File: src/rtl/sha256_ctrl_pkg.sv
// sha256_ctrl_pkg: shared state encoding, default sizes and index-width helper for the SHA-256 stream controller.
package sha256_ctrl_pkg;

    typedef enum logic [2:0] {
        ST_IDLE   = 3'd0,
        ST_LOAD   = 3'd1,
        ST_ROUND  = 3'd2,
        ST_FINAL  = 3'd3,
        ST_OUTPUT = 3'd4
    } ctrl_state_t;

    localparam int SHA256_ROUNDS       = 64;
    localparam int SHA256_LOAD_WORDS   = 16;
    localparam int SHA256_DIGEST_WORDS = 8;

    // A single-entry index still needs a 1-bit port.
    function automatic int idx_w(input int n);
        return (n > 1) ? $clog2(n) : 1;
    endfunction

endpackage

File: src/rtl/ctrl_idx_counter.sv
// ctrl_idx_counter: wrapping index counter with enable, synchronous clear and terminal-count flag.
module ctrl_idx_counter #(
    parameter int W    = 4,
    parameter int TERM = 15
) (
    input  logic         clk,
    input  logic         reset,
    input  logic         i_clr,
    input  logic         i_en,
    output logic [W-1:0] o_cnt,
    output logic         o_term
);

    logic [W-1:0] r_cnt;

    assign o_cnt  = r_cnt;
    assign o_term = (r_cnt == W'(TERM));

    always_ff @(posedge clk) begin
        if (!reset || i_clr) r_cnt <= '0;
        else if (i_en) r_cnt <= o_term ? '0 : r_cnt + 1'b1;
    end

endmodule

File: src/rtl/sha256_stream_ctrl.sv
// sha256_stream_ctrl: sequences multi-block messages through load, rounds, feed-forward and digest readout.
module sha256_stream_ctrl
    import sha256_ctrl_pkg::*;
#(
    parameter int ROUNDS      = SHA256_ROUNDS,
    parameter int LOAD_CYCLES = SHA256_LOAD_WORDS,
    parameter int OUT_BEATS   = SHA256_DIGEST_WORDS,
    parameter int BLK_CNT_W   = 16,
    localparam int LIW = idx_w(LOAD_CYCLES),
    localparam int RIW = idx_w(ROUNDS),
    localparam int OIW = idx_w(OUT_BEATS)
) (
    input  logic                 clk,
    input  logic                 reset,
    input  logic                 abort,
    input  logic                 in_valid,
    output logic                 in_ready,
    input  logic                 in_first,
    input  logic                 in_last,
    output logic                 load_en,
    output logic [LIW-1:0]       load_idx,
    output logic                 round_en,
    output logic [RIW-1:0]       round_idx,
    output logic                 init_hash,
    output logic                 ff_en,
    output logic                 out_valid,
    input  logic                 out_ready,
    output logic [OIW-1:0]       out_idx,
    output logic                 busy,
    output logic [BLK_CNT_W-1:0] blk_count,
    output logic                 err_proto
);

    ctrl_state_t          r_state;
    logic                 r_is_first;
    logic                 r_is_last;
    logic [BLK_CNT_W-1:0] r_blk;
    logic                 r_err;

    logic           w_run, w_in_ready, w_load_en, w_round_en, w_out_valid, w_out_acc;
    logic           w_lterm, w_rterm, w_oterm;
    logic [LIW-1:0] w_lidx;
    logic [RIW-1:0] w_ridx;
    logic [OIW-1:0] w_oidx;

    // Reset and abort both mask every handshake/enable so nothing leaks out in those cycles.
    assign w_run       = reset && !abort;
    assign w_in_ready  = w_run && (r_state == ST_IDLE || r_state == ST_LOAD);
    assign w_load_en   = w_in_ready && in_valid;
    assign w_round_en  = w_run && (r_state == ST_ROUND);
    assign w_out_valid = w_run && (r_state == ST_OUTPUT);
    assign w_out_acc   = w_out_valid && out_ready;

    ctrl_idx_counter #(.W(LIW), .TERM(LOAD_CYCLES - 1)) u_load_cnt (
        .clk    (clk),
        .reset  (reset),
        .i_clr  (abort),
        .i_en   (w_load_en && (r_state == ST_LOAD || in_first)),
        .o_cnt  (w_lidx),
        .o_term (w_lterm)
    );

    ctrl_idx_counter #(.W(RIW), .TERM(ROUNDS - 1)) u_round_cnt (
        .clk    (clk),
        .reset  (reset),
        .i_clr  (abort),
        .i_en   (w_round_en),
        .o_cnt  (w_ridx),
        .o_term (w_rterm)
    );

    ctrl_idx_counter #(.W(OIW), .TERM(OUT_BEATS - 1)) u_out_cnt (
        .clk    (clk),
        .reset  (reset),
        .i_clr  (abort),
        .i_en   (w_out_acc),
        .o_cnt  (w_oidx),
        .o_term (w_oterm)
    );

    assign in_ready  = w_in_ready;
    assign load_en   = w_load_en;
    assign load_idx  = w_run ? w_lidx : '0;
    assign round_en  = w_round_en;
    assign round_idx = w_run ? w_ridx : '0;
    assign init_hash = w_round_en && (w_ridx == '0) && r_is_first;
    assign ff_en     = w_run && (r_state == ST_FINAL);
    assign out_valid = w_out_valid;
    assign out_idx   = w_run ? w_oidx : '0;
    assign busy      = reset && (r_state != ST_IDLE);
    assign blk_count = reset ? r_blk : '0;
    assign err_proto = reset && r_err;

    always_ff @(posedge clk) begin
        if (!reset) begin
            r_state    <= ST_IDLE;
            r_is_first <= 1'b0;
            r_is_last  <= 1'b0;
            r_blk      <= '0;
            r_err      <= 1'b0;
        end else if (abort) begin
            r_state    <= ST_IDLE;
            r_is_first <= 1'b0;
            r_is_last  <= 1'b0;
        end else begin
            case (r_state)
                ST_IDLE: begin
                    if (w_load_en && in_first) begin
                        r_state    <= ST_LOAD;
                        r_blk      <= '0;
                        r_is_first <= 1'b1;
                        r_is_last  <= in_last;
                    end else if (w_load_en) begin
                        r_err <= 1'b1;
                    end
                end
                ST_LOAD: begin
                    // Word 0 of a continuation block may illegally restart the message.
                    if (w_load_en && w_lidx == '0) begin
                        r_is_last <= in_last;
                        if (in_first) begin
                            r_err      <= 1'b1;
                            r_blk      <= '0;
                            r_is_first <= 1'b1;
                        end
                    end
                    if (w_load_en && w_lterm) r_state <= ST_ROUND;
                end
                ST_ROUND: begin
                    if (w_rterm) r_state <= ST_FINAL;
                end
                ST_FINAL: begin
                    r_blk      <= (&r_blk) ? r_blk : r_blk + 1'b1;
                    r_is_first <= 1'b0;
                    r_state    <= r_is_last ? ST_OUTPUT : ST_LOAD;
                end
                ST_OUTPUT: begin
                    if (w_out_acc && w_oterm) r_state <= ST_IDLE;
                end
                default: r_state <= ST_IDLE;
            endcase
        end
    end

endmodule

File: config.mk
export PLATFORM = sky130hd
export DESIGN_NAME = sha256_stream_ctrl
export DESIGN_NICKNAME = d
export VERILOG_FILES = /design/src/rtl/sha256_ctrl_pkg.sv /design/src/rtl/ctrl_idx_counter.sv /design/src/rtl/sha256_stream_ctrl.sv
export SDC_FILE = /design/constraint.sdc
export NUM_CORES = 1
export LEC_CHECK = 0
export ABC_AREA = 1
export CAP_MARGIN = 5
export CORE_MARGIN = 5
export CORE_UTILIZATION = 48
export DETAILED_ROUTE_END_ITERATION = 8
export PLACE_DENSITY_LB_ADDON = 0.05
export SYNTH_ARGS = -nofsm -noshare
export SYNTH_HDL_FRONTEND = slang
export SYNTH_SLANG_ARGS = --single-unit
export TNS_END_PERCENT = 20
File: constraint.sdc
create_clock -name clk -period 1.6 [get_ports clk]
set_input_delay 0.32 -clock clk [delete_from_list [all_inputs] [get_ports clk]]
set_output_delay 0.32 -clock clk [all_outputs]
set_load 0.02 [all_outputs]
==> out/results.ini, run 1 <==
[synthesis]
synth_compound_area_share_pct=11.4
async_flop_share_pct=0
synth_cell_type_count=39
synth_area_leaders=dfxtp_1 (29%), nand2_1 (14%), nor2_1 (9.4%), inv_1 (8.9%), nand3_1 (4.9%)
synth-xor-area-share_pct=1.08
synth_top_cell_by_area=dfxtp_1
yosys_warnings=0
syn_nets=397
postSynthAreaPerCell_um2=6.35
synth_most_common_cell=nand2_1
synth_fa_ha_area_share_pct=3.60
synth-seq-cells=35
ys_seq_area_share_pct=28.8
synthSimpleGateAreaFrac_pct=42.4
synth_cells=383
synth_top_area_share_pct=28.8
synth_common_cells=nand2_1 (93), nor2_1 (61), inv_1 (58)
synth_top_family_by_area=simple AND/OR/NAND/NOR gates
synth-edff-count=0
synthMuxAreaShare_pct=0
dominantRegCellSynth=dfxtp_1
syn_area_um2=2430

[drt]
maxUsedRoutingLayer=met4
wl_met3_um=251
dr.first_iter.drc_count=169
drt_pass1_iterations=4
wl_per_cell_um=11.9
wl_met2_um=3640
wl_um=6750
wl_met1_um=2740
dr_total_vias=2755
vias_per_cell=4.85
route.detailed.drc=0
ant_nets=0

[sta]
setup_viol=19
slew_headroom_pct=74.2
setup_ws_ps=-83.6
max_freq_mhz=594
rsz0062_at_grt=true
whs_ps=456
finalCritPeriodShare_pct=105
hold_violations=0
finalCriticalPeriod_ps=1680
maxSlewViolCount=0
tightestPinTransition_ps=384
fin_skew_ps=5.26

[power]
powerDensity_nw_per_um2=503
ir_drop_mv=0.353
switching_share_pct=26.5
comb_power_share_pct=15.2
p_clk_share_pct=38.2
seqPwrFrac_pct=46.7
p_switching_mw=0.505
p_int_mw=1.40
p_leak_nw=1.72

[floorplan]
coreArea_um2=5010
start_util_pct=48.6
die_y_um=81.2
ios=44
fp-row-count=26
dieArea_um2=6590
die_x_um=81.2

[hold_path]
min_delay_path_depth=2
min-delay-start=r_err$_SDFFE_PN0P_
worst_hold_path_type=reg2reg

[finish]
drive_gt1_share_pct=36.1
area_delta_synth_final_pct=55.8
antenna_cells=0
fin_nets=511

[clocking]
clk_latency_ps=290
clk_pin_slew_worst_paths_ps=70
ctsHtreeMaxLevel=2
cts_buffers=5
cts_root_buf=clkbuf_8
clock_sinks=35
cts_tree=built
ctsLongestPathBuffers=2

[global_routing]
grt_usage_pct=21.7
grt_pass1_vias=2627
grt_first_pass_wirelength_um=11500
gr-total-overflow=0
grt_max_degree=26
antenna_found_initial=0

[critical_path]
cp-end-kind=output port
crit_chain=buf_4 > nor3_4 > nand2_4 > nor3_2 > buf_4
crit_required_ps=1280
arrival_ps=1360
cp_max_fo=4
cpMostUsedCell=buf_4
crit_cells=5
worst_r2r_path_depth=13
path_class=reg2out
path_delay_family=simple AND/OR/NAND/NOR gates
ff2ff_setup_slack_ps=-80
startpoint=r_state[2]$_SDFFE_PP0P_
worst-path-buf-inv=2
r2r_start=r_state[2]$_SDFFE_PP0P_
crit_path_top_delay_cell=dfxtp_2
max_stage_delay_ps=330
critPathLaunchType=register

[status]
status=complete, but fails checks
violations=negative setup slack

[flow_run]
maxCapViolations=0

[placed_design]
portBuffers=43
dp_slack_ps=-791
dpl.hpwl_um=5040
gpl.final_weighted_congestion=0.873

-- logic make-up (layout without fill, tap and decap cells) --
kind of cell | Yosys count | after routing
flops | 35 | 35
simple gates | 220 | 220
xor+xnor | 3 | 3
compound gates | 44 | 44
fa+ha+maj | 7 | 7
buf+inv | 74 | 189
-- per-stage QoR --
stage,setup TNS [ps],util (%),power (mW),instance area (um2),std cells
floorplan,-143,-,1.06,2540,383
global placement,-37380,69.4,1.15,3480,551
detailed placement,-39410,69.4,1.16,3480,551
CTS,-1450,71.4,1.89,3580,564
global route,-2520,75.7,1.98,3790,568
finish,-842,75.7,1.91,3790,568
-- final timing paths --
check,end
worst max-delay path,init_hash
worst min register to register,r_err$_SDFFE_PN0P_
worst min-delay path,r_err$_SDFFE_PN0P_
worst max register to register,r_blk[2]$_SDFFE_PN0P_
-- power by group through the flow --
stage,clock [mW],combinational [mW],sequential (mW)
after global placement,0,0.242,0.911
after detailed placement,0,0.246,0.911
after floorplan,0,0.150,0.909
after CTS,0.739,0.260,0.891
after global routing,0.781,0.314,0.890
final,0.728,0.289,0.889
-- repair_timing --
item,CTS,global route
hold buffers,0,0
setup buffers,4,4
gates cloned,1,0
pin swaps,3,16
setup endpoints to repair,62,49
resized for setup,130,48
-- placed cells by master, fill, tap and decap left out, types with 9 or more instances in the layout --
master	instances
buf_4	71
nand3_2	9
dlygate4sd2_1	16
inv_1	55
nand3_1	22
dfxtp_1	28
a21oi_2	10
a21oi_1	12
o21ai_0	11
nand2_1	90
nor2_4	12
nor2_1	44
-- final cells by class --
cell class                      count  area [um2]
Fill cell                         426        1220
Sequential cell                    35         714
Inverter                           65         267
Clock buffer                        8         100
Multi-Input combinational cell    274        1640
Tap cell                           70        87.6
Timing Repair inverter              1        3.75
Timing Repair Buffer              115         985
-- flip-flops by register name (all words and copies together) (netlist names) --
signal / cells
u_round_cnt.o_cnt: 6
u_out_cnt.o_cnt: 3
r_state: 3
r_err: 1
r_blk: 16
r_is_first: 1
r_is_last: 1
u_load_cnt.o_cnt: 4
-- worst reg2reg max path, cell delays in order (launching register included) --
cell and delay (ps):
dfxtp_2 330, buf_6 120, inv_6 60, nand3_4 80
nand2_4 90, inv_2 40, buf_4 120, nand2_1 130
nand2_4 90, nor2_8 180, buf_12 140, nand3_1 70
nand2_1 80, nor2_2 40
-- metal layers --
layer / GRT usage (%) / vias up
li1: - / 1435
met1: 24.7 / 1261
met2: 40.7 / 48
met3: 3.55 / 11
met4: 7.26 / 0
met5: 0 / -
Power figures use the tool's default switching activity.
==> inputs of run 2 (changes only) <==
Settings changed: GPL_ROUTABILITY_DRIVEN set to 0.
==> results of run 2 <==
Final layout, timing and power as in run 1 (identical DEF).
